==> src/rtl/bg_affine_overflow_unit.sv <==
// Affine BG2/BG3 texture coordinate generator with per-channel wrap/transparent.
// Optional per-channel horizontal mosaic under `BG_AFFINE_MOSAIC_EN.
module bg_affine_overflow_unit #(
  parameter int CHANNELS = 2,
  parameter int COORD_W  = 28,
  parameter int PARAM_W  = 16,
  parameter int SIZE_W   = 10
) (
  input  logic                        clock,
  input  logic                        reset,
  input  logic                        frame_start,
  input  logic                        line_start,
  input  logic                        pixel_step,
  input  logic [CHANNELS*COORD_W-1:0] ref_x,
  input  logic [CHANNELS*COORD_W-1:0] ref_y,
  input  logic [CHANNELS*PARAM_W-1:0] pa,
  input  logic [CHANNELS*PARAM_W-1:0] pb,
  input  logic [CHANNELS*PARAM_W-1:0] pc,
  input  logic [CHANNELS*PARAM_W-1:0] pd,
  input  logic [CHANNELS*SIZE_W-1:0]  hmax,
  input  logic [CHANNELS*SIZE_W-1:0]  vmax,
  input  logic [CHANNELS-1:0]         bitmapped,
  input  logic [CHANNELS-1:0]         wrap,
`ifdef BG_AFFINE_MOSAIC_EN
  input  logic [CHANNELS-1:0]         mosaic_en,
  input  logic [3:0]                  mosaic_h,
`endif
  output logic [CHANNELS*SIZE_W-1:0]  tex_x,
  output logic [CHANNELS*SIZE_W-1:0]  tex_y,
  output logic [CHANNELS-1:0]         transparent,
  output logic                        out_valid
);

  typedef logic signed [COORD_W-1:0] coord_t;

  typedef struct packed {
    logic signed [COORD_W-1:0] x;
    logic signed [COORD_W-1:0] y;
    logic [SIZE_W-1:0]         hmax;
    logic [SIZE_W-1:0]         vmax;
    logic                      bm;
    logic                      wrap;
  } s1_t;

  function automatic coord_t sext(
    input logic [PARAM_W-1:0] p
  );
    return {{(COORD_W-PARAM_W){p[PARAM_W-1]}}, p};
  endfunction

  coord_t lx_q [CHANNELS];
  coord_t lx_d [CHANNELS];
  coord_t ly_q [CHANNELS];
  coord_t ly_d [CHANNELS];
  coord_t cx_q [CHANNELS];
  coord_t cx_d [CHANNELS];
  coord_t cy_q [CHANNELS];
  coord_t cy_d [CHANNELS];

  s1_t  s1_q [CHANNELS];
  s1_t  s1_d [CHANNELS];
  logic s1_vld_q;
  logic s1_vld_d;

  logic [CHANNELS*SIZE_W-1:0] tex_x_q;
  logic [CHANNELS*SIZE_W-1:0] tex_x_d;
  logic [CHANNELS*SIZE_W-1:0] tex_y_q;
  logic [CHANNELS*SIZE_W-1:0] tex_y_d;
  logic [CHANNELS-1:0]        transp_q;
  logic [CHANNELS-1:0]        transp_d;
  logic                       out_valid_q;
  logic                       out_valid_d;

  logic step_ok;

`ifdef BG_AFFINE_MOSAIC_EN
  logic [3:0] cnt_q [CHANNELS];
  logic [3:0] cnt_d [CHANNELS];

  always_comb begin
    for (int c = 0; c < CHANNELS; c++) begin
      cnt_d[c] = cnt_q[c];
      if (line_start) begin
        cnt_d[c] = 4'd0;
      end else if (step_ok) begin
        if (cnt_q[c] == mosaic_h) begin
          cnt_d[c] = 4'd0;
        end else begin
          cnt_d[c] = cnt_q[c] + 4'd1;
        end
      end
    end
  end

  always_ff @(posedge clock) begin
    for (int c = 0; c < CHANNELS; c++) begin
      if (reset) begin
        cnt_q[c] <= 4'd0;
      end else begin
        cnt_q[c] <= cnt_d[c];
      end
    end
  end
`endif

  // accumulators and stage-1 capture
  always_comb begin
    step_ok  = pixel_step & ~frame_start & ~line_start;
    s1_vld_d = step_ok;
    for (int c = 0; c < CHANNELS; c++) begin : acc
      coord_t bx;
      coord_t by;
      logic   hold;
      lx_d[c] = lx_q[c];
      ly_d[c] = ly_q[c];
      cx_d[c] = cx_q[c];
      cy_d[c] = cy_q[c];
      s1_d[c] = s1_q[c];
      bx = lx_q[c];
      by = ly_q[c];
`ifdef BG_AFFINE_MOSAIC_EN
      hold = mosaic_en[c] && (cnt_q[c] != 4'd0);
`else
      hold = 1'b0;
`endif
      if (frame_start) begin
        bx = ref_x[c*COORD_W +: COORD_W];
        by = ref_y[c*COORD_W +: COORD_W];
        lx_d[c] = bx;
        ly_d[c] = by;
      end
      if (line_start) begin
        cx_d[c] = bx;
        cy_d[c] = by;
        lx_d[c] = bx + sext(pb[c*PARAM_W +: PARAM_W]);
        ly_d[c] = by + sext(pd[c*PARAM_W +: PARAM_W]);
      end else if (step_ok) begin
        cx_d[c] = cx_q[c] + sext(pa[c*PARAM_W +: PARAM_W]);
        cy_d[c] = cy_q[c] + sext(pc[c*PARAM_W +: PARAM_W]);
      end
      if (step_ok) begin
        // mosaic repeats the previously captured coordinate
        if (!hold) begin
          s1_d[c].x = cx_q[c];
          s1_d[c].y = cy_q[c];
        end
        s1_d[c].hmax = hmax[c*SIZE_W +: SIZE_W];
        s1_d[c].vmax = vmax[c*SIZE_W +: SIZE_W];
        s1_d[c].bm   = bitmapped[c];
        s1_d[c].wrap = wrap[c];
      end
    end
  end

  // stage 2: integer part, range check, wrap or transparent
  always_comb begin
    tex_x_d     = tex_x_q;
    tex_y_d     = tex_y_q;
    transp_d    = transp_q;
    out_valid_d = s1_vld_q;
    for (int c = 0; c < CHANNELS; c++) begin : ovf_chk
      coord_t            ix;
      coord_t            iy;
      coord_t            hm;
      coord_t            vm;
      logic              ovf;
      logic [SIZE_W-1:0] mx;
      logic [SIZE_W-1:0] my;
      logic [SIZE_W-1:0] tx;
      logic [SIZE_W-1:0] ty;
      logic              tr;
      ix  = $signed(s1_q[c].x) >>> 8;
      iy  = $signed(s1_q[c].y) >>> 8;
      hm  = {{(COORD_W-SIZE_W){1'b0}}, s1_q[c].hmax};
      vm  = {{(COORD_W-SIZE_W){1'b0}}, s1_q[c].vmax};
      ovf = (ix < 0) | (ix > hm) | (iy < 0) | (iy > vm);
      mx  = ix[SIZE_W-1:0] & s1_q[c].hmax;
      my  = iy[SIZE_W-1:0] & s1_q[c].vmax;
      tx  = mx;
      ty  = my;
      tr  = 1'b1;
      unique case (1'b1)
        !ovf: begin
          tx = ix[SIZE_W-1:0];
          ty = iy[SIZE_W-1:0];
          tr = 1'b0;
        end
        ovf & s1_q[c].bm: begin
          tr = 1'b1;
        end
        ovf & ~s1_q[c].bm & s1_q[c].wrap: begin
          tr = 1'b0;
        end
        ovf & ~s1_q[c].bm & ~s1_q[c].wrap: begin
          tr = 1'b1;
        end
        default: begin
          tr = 1'b1;
        end
      endcase
      if (s1_vld_q) begin
        tex_x_d[c*SIZE_W +: SIZE_W] = tx;
        tex_y_d[c*SIZE_W +: SIZE_W] = ty;
        transp_d[c]                 = tr;
      end
    end
  end

  always_ff @(posedge clock) begin
    if (reset) begin
      s1_vld_q    <= 1'b0;
      tex_x_q     <= '0;
      tex_y_q     <= '0;
      transp_q    <= '0;
      out_valid_q <= 1'b0;
      for (int c = 0; c < CHANNELS; c++) begin
        lx_q[c] <= '0;
        ly_q[c] <= '0;
        cx_q[c] <= '0;
        cy_q[c] <= '0;
        s1_q[c] <= '0;
      end
    end else begin
      s1_vld_q    <= s1_vld_d;
      tex_x_q     <= tex_x_d;
      tex_y_q     <= tex_y_d;
      transp_q    <= transp_d;
      out_valid_q <= out_valid_d;
      for (int c = 0; c < CHANNELS; c++) begin
        lx_q[c] <= lx_d[c];
        ly_q[c] <= ly_d[c];
        cx_q[c] <= cx_d[c];
        cy_q[c] <= cy_d[c];
        s1_q[c] <= s1_d[c];
      end
    end
  end

  assign tex_x       = tex_x_q;
  assign tex_y       = tex_y_q;
  assign transparent = transp_q;
  assign out_valid   = out_valid_q;

endmodule

==> config.mk <==
export PLATFORM = sky130hd
export DESIGN_NAME = bg_affine_overflow_unit
export DESIGN_NICKNAME = d
export VERILOG_FILES = /design/src/rtl/bg_affine_overflow_unit.sv
export SDC_FILE = /design/constraint.sdc
export NUM_CORES = 1
export LEC_CHECK = 0
export CORE_MARGIN = 1.5
export CORE_UTILIZATION = 35
export CTS_BUF_LIST = sky130_fd_sc_hd__clkbuf_8
export DETAILED_ROUTE_END_ITERATION = 16
export DONT_BUFFER_PORTS = 1
export PLACE_DENSITY_LB_ADDON = 0.12
export SYNTH_ARGS = -nofsm -noshare
export SYNTH_HDL_FRONTEND = slang
export SYNTH_SLANG_ARGS = --single-unit
==> constraint.sdc <==
create_clock -name clock -period 13.15 [get_ports clock]
set_clock_uncertainty 0.05 [all_clocks]
set_input_delay 1.315 -clock clock [delete_from_list [all_inputs] [get_ports clock]]
set_output_delay 1.315 -clock clock [all_outputs]
set_load 0.05 [all_outputs]
==> flow_summary.json <==
{
  "syn_inst": 3506,
  "clock_latency_ns": 0.69,
  "cts_buffers": 81,
  "relSlewSlack_pct": 0.472,
  "die_h_um": 285,
  "grt_max_degree": 337,
  "gp_congestion": 0.862,
  "path_clk_slew_ns": 0.06,
  "wire_per_inst_um": 21.1,
  "place_hpwl_um": 69100,
  "synth_area_leaders": "dfxtp_1 (28%), ha_1 (13%), a21oi_1 (7.0%)",
  "power.density_nw_per_um2": 125,
  "synth-compound-area-share_pct": 24.7,
  "synth_top_cell_by_area": "dfxtp_1",
  "clkSinkCount": 392,
  "yosys.area_share.simple_pct": 17.0,
  "final-seq-area_um2": 7850,
  "initial_core_util_pct": 35.3,
  "drcViolationCount": 0,
  "slew_viol_final": 0,
  "multi_input_area_um2": 18700,
  "synth_edf_count": 0,
  "grt_pass1_wl_um": 147000,
  "startpoint_type": "input port",
  "io_pins": 332,
  "grt_antenna_before_repair": 16,
  "layout-drive-gt1-share_pct": 7.05,
  "worstSetupPathType": "input port to flip-flop",
  "ys_types": 83,
  "slowest_stage": "a211oi_1",
  "async_flop_share_pct": 0,
  "clockRootBuffer": "clkbuf_8",
  "synth_ff_type": "dfxtp_1",
  "status": "complete, no violations",
  "grt-ovfl-total": 0,
  "max_stage_delay_ns": 0.38,
  "whs_ns": 0.403,
  "cts_tree": "done",
  "nets": 4015,
  "postCtsSetupBuffers": 0,
  "fin_ws_ns": 9.18,
  "rows": 103,
  "busiest_layer": "met2",
  "cts_resized": 0,
  "syn2layout_area_growth_pct": 8.83,
  "placed_cells": 4389,
  "post-place-ws_ns": 8.53,
  "end_kind": "flip-flop",
  "met1_usage_pct": 32.3,
  "synthAdderAreaFrac_pct": 13.9,
  "fin_util_pct": 38.4,
  "rrSetupSlack_ns": 9.56,
  "leakage_nw": 12.8,
  "fmax_mhz": 252,
  "n_fill_cell": 8323,
  "drv_cap": 0,
  "syn_nets": 4099,
  "drtIter0Drc": 1658,
  "grt_util_met2_pct": 35.9,
  "use_met3_pct": 6.08,
  "finalSetupTns_ns": 0,
  "dieArea_um2": 81100,
  "synthMuxAreaShare_pct": 6.04,
  "hold_violations": 0,
  "grt_pass1_vias": 23700,
  "path_cells": "mux2_2 -> ha_1 -> a211oi_1 -> o21ai_0 -> a31o_2 -> a31o_2 -> a31oi_1 -> o21bai_1 -> nand4_1 -> mux2i_1 -> nor4_1 -> mux2_2",
  "cts_htree_levels": 3,
  "avgSynthCellArea_um2": 7.93,
  "viasPerCell": 5.41,
  "dr.pass1.iters": 5,
  "synth_top_family_by_area": "compound AO/OA/AOI/OAI gates",
  "min_period_over_period_pct": 30.2,
  "port_buffers": 0,
  "cts_max_path_buffers": 3,
  "critPathMaxFanout": 117,
  "synthXorXnorAreaFrac_pct": 5.48,
  "ys_seq_elements": 392,
  "postRouteAntennaNets": 0,
  "hold_path.class": "flip-flop to flip-flop",
  "vias": 24600,
  "drt_wl_total_um": 96000,
  "rsz0062_at_grt": "no",
  "yosysSeqAreaShare_pct": 28.2,
  "coreArea_um2": 78700,
  "synth_top_area_share_pct": 28.2,
  "die_w_um": 285,
  "peakVddDrop_mv": 0.0647,
  "stdcell_count": 4543,
  "arrival_ns": 4.48,
  "critical_path_required_ns": 13.66,
  "grtUsageTotal_pct": 23.1,
  "ys_warn_count": 0,
  "hold_buffers": 0,
  "tightestPinTransition_ns": 1.49,
  "setup_violations": 0,
  "finalCriticalPeriod_ns": 3.97,
  "syn_area_um2": 27800
}
[final cells by class]
class                   instances  share of cell area, %
well taps                    1050                   4.34
multi-input cells            2770                   61.8
repair buffers                 16                  0.397
diodes                          6                 0.0496
clock inverters                45                  0.761
flip-flops and latches        392                   25.9
clock buffers                 103                   4.68
inverters                     161                   2.00
[cell families (layout without fill, tap and decap cells)]
kind of cell | count (synthesis) | count (layout)
other | 0 | 6
XOR/XNOR | 174 | 174
buffers and inverters | 344 | 325
flip-flops | 392 | 392
AO/OA/AOI/OAI | 1069 | 1069
multiplexers | 159 | 159
adder cells (fa/ha/maj) | 304 | 304
AND/OR/NAND/NOR | 1064 | 1064
[critical path, delay by kind of cell]
| kind | cells | cell delay (ns) |
|---|---|---|
| compound gates | 6 | 1.56 |
| fa+ha+maj | 1 | 0.30 |
| mux | 3 | 0.82 |
| simple gates | 2 | 0.47 |
[path summary, 6_finish.rpt]
kind                startpoint      endpoint  cells after the start
setup reg to reg   cy_q[0][29]   cy_q[0][51]                     11
setup / recovery   frame_start   ly_q[0][55]                     12
hold reg to reg   s1_q[0][123]  s1_q[0][123]                      2
hold / removal    s1_q[0][123]  s1_q[0][123]                      2
[power breakdown]
group          internal, mW  total (mW)  switching (mW)
Clock                 0.724        1.34           0.615
Sequential             1.28        1.36          0.0749
Combinational         0.466        1.10           0.634
Total                  2.47        3.80            1.32
[per-layer routing]
layer | vias to the layer above | wire [um]
met5 | - | 94
met4 | 14 | 1390
met3 | 114 | 6750
met2 | 578 | 41800
met1 | 11300 | 46000
li1 | 12500 | -
[placed cells by master (no fill, tap or decap), types with 36 or more instances in the layout]
cell type / synthesis / routed
xor2_1: 76 / 76
a21o_1: 92 / 92
clkbuf_8: 0 / 103
mux2_2: 71 / 71
a21oi_1: 391 / 390
mux2i_1: 88 / 88
nand2_1: 442 / 441
nand3_1: 40 / 40
a211oi_1: 155 / 155
nor2_1: 308 / 307
xnor2_1: 98 / 98
nand4_1: 36 / 36
o21ai_0: 148 / 148
dfxtp_1: 392 / 391
inv_1: 159 / 189
nor3_1: 60 / 60
ha_1: 296 / 296
nand2b_1: 37 / 36
[registers in the layout (all words and copies together), names as in the netlist]
register and count:
s1_q 124, cx_q 56, cy_q 56, lx_q 56, ly_q 56, tex_x 20, tex_y 20, transparent 2
out_valid 1, out_valid_d 1
[synth_stat cells (36+ instances only)]
cell / instances
a21oi_1: 391
dfxtp_1: 392
clkbuf_1: 150
nor3_1: 60
inv_1: 159
xor2_1: 76
mux2i_1: 88
nand2b_1: 37
xnor2_1: 98
mux2_2: 71
ha_1: 296
nand2_1: 442
a21o_1: 92
nand4_1: 36
a211oi_1: 155
nor2_1: 308
o21ai_0: 148
nand3_1: 40
[through the flow]
stage	power, mW	instance area, um2
after floorplan	2.24	27800
after global routing	4.03	30200
after CTS	3.84	30200
after global placement	2.48	28600
final	3.80	30300
after detailed placement	2.47	28600
Note: power is estimated with default switching activity, not from simulation.
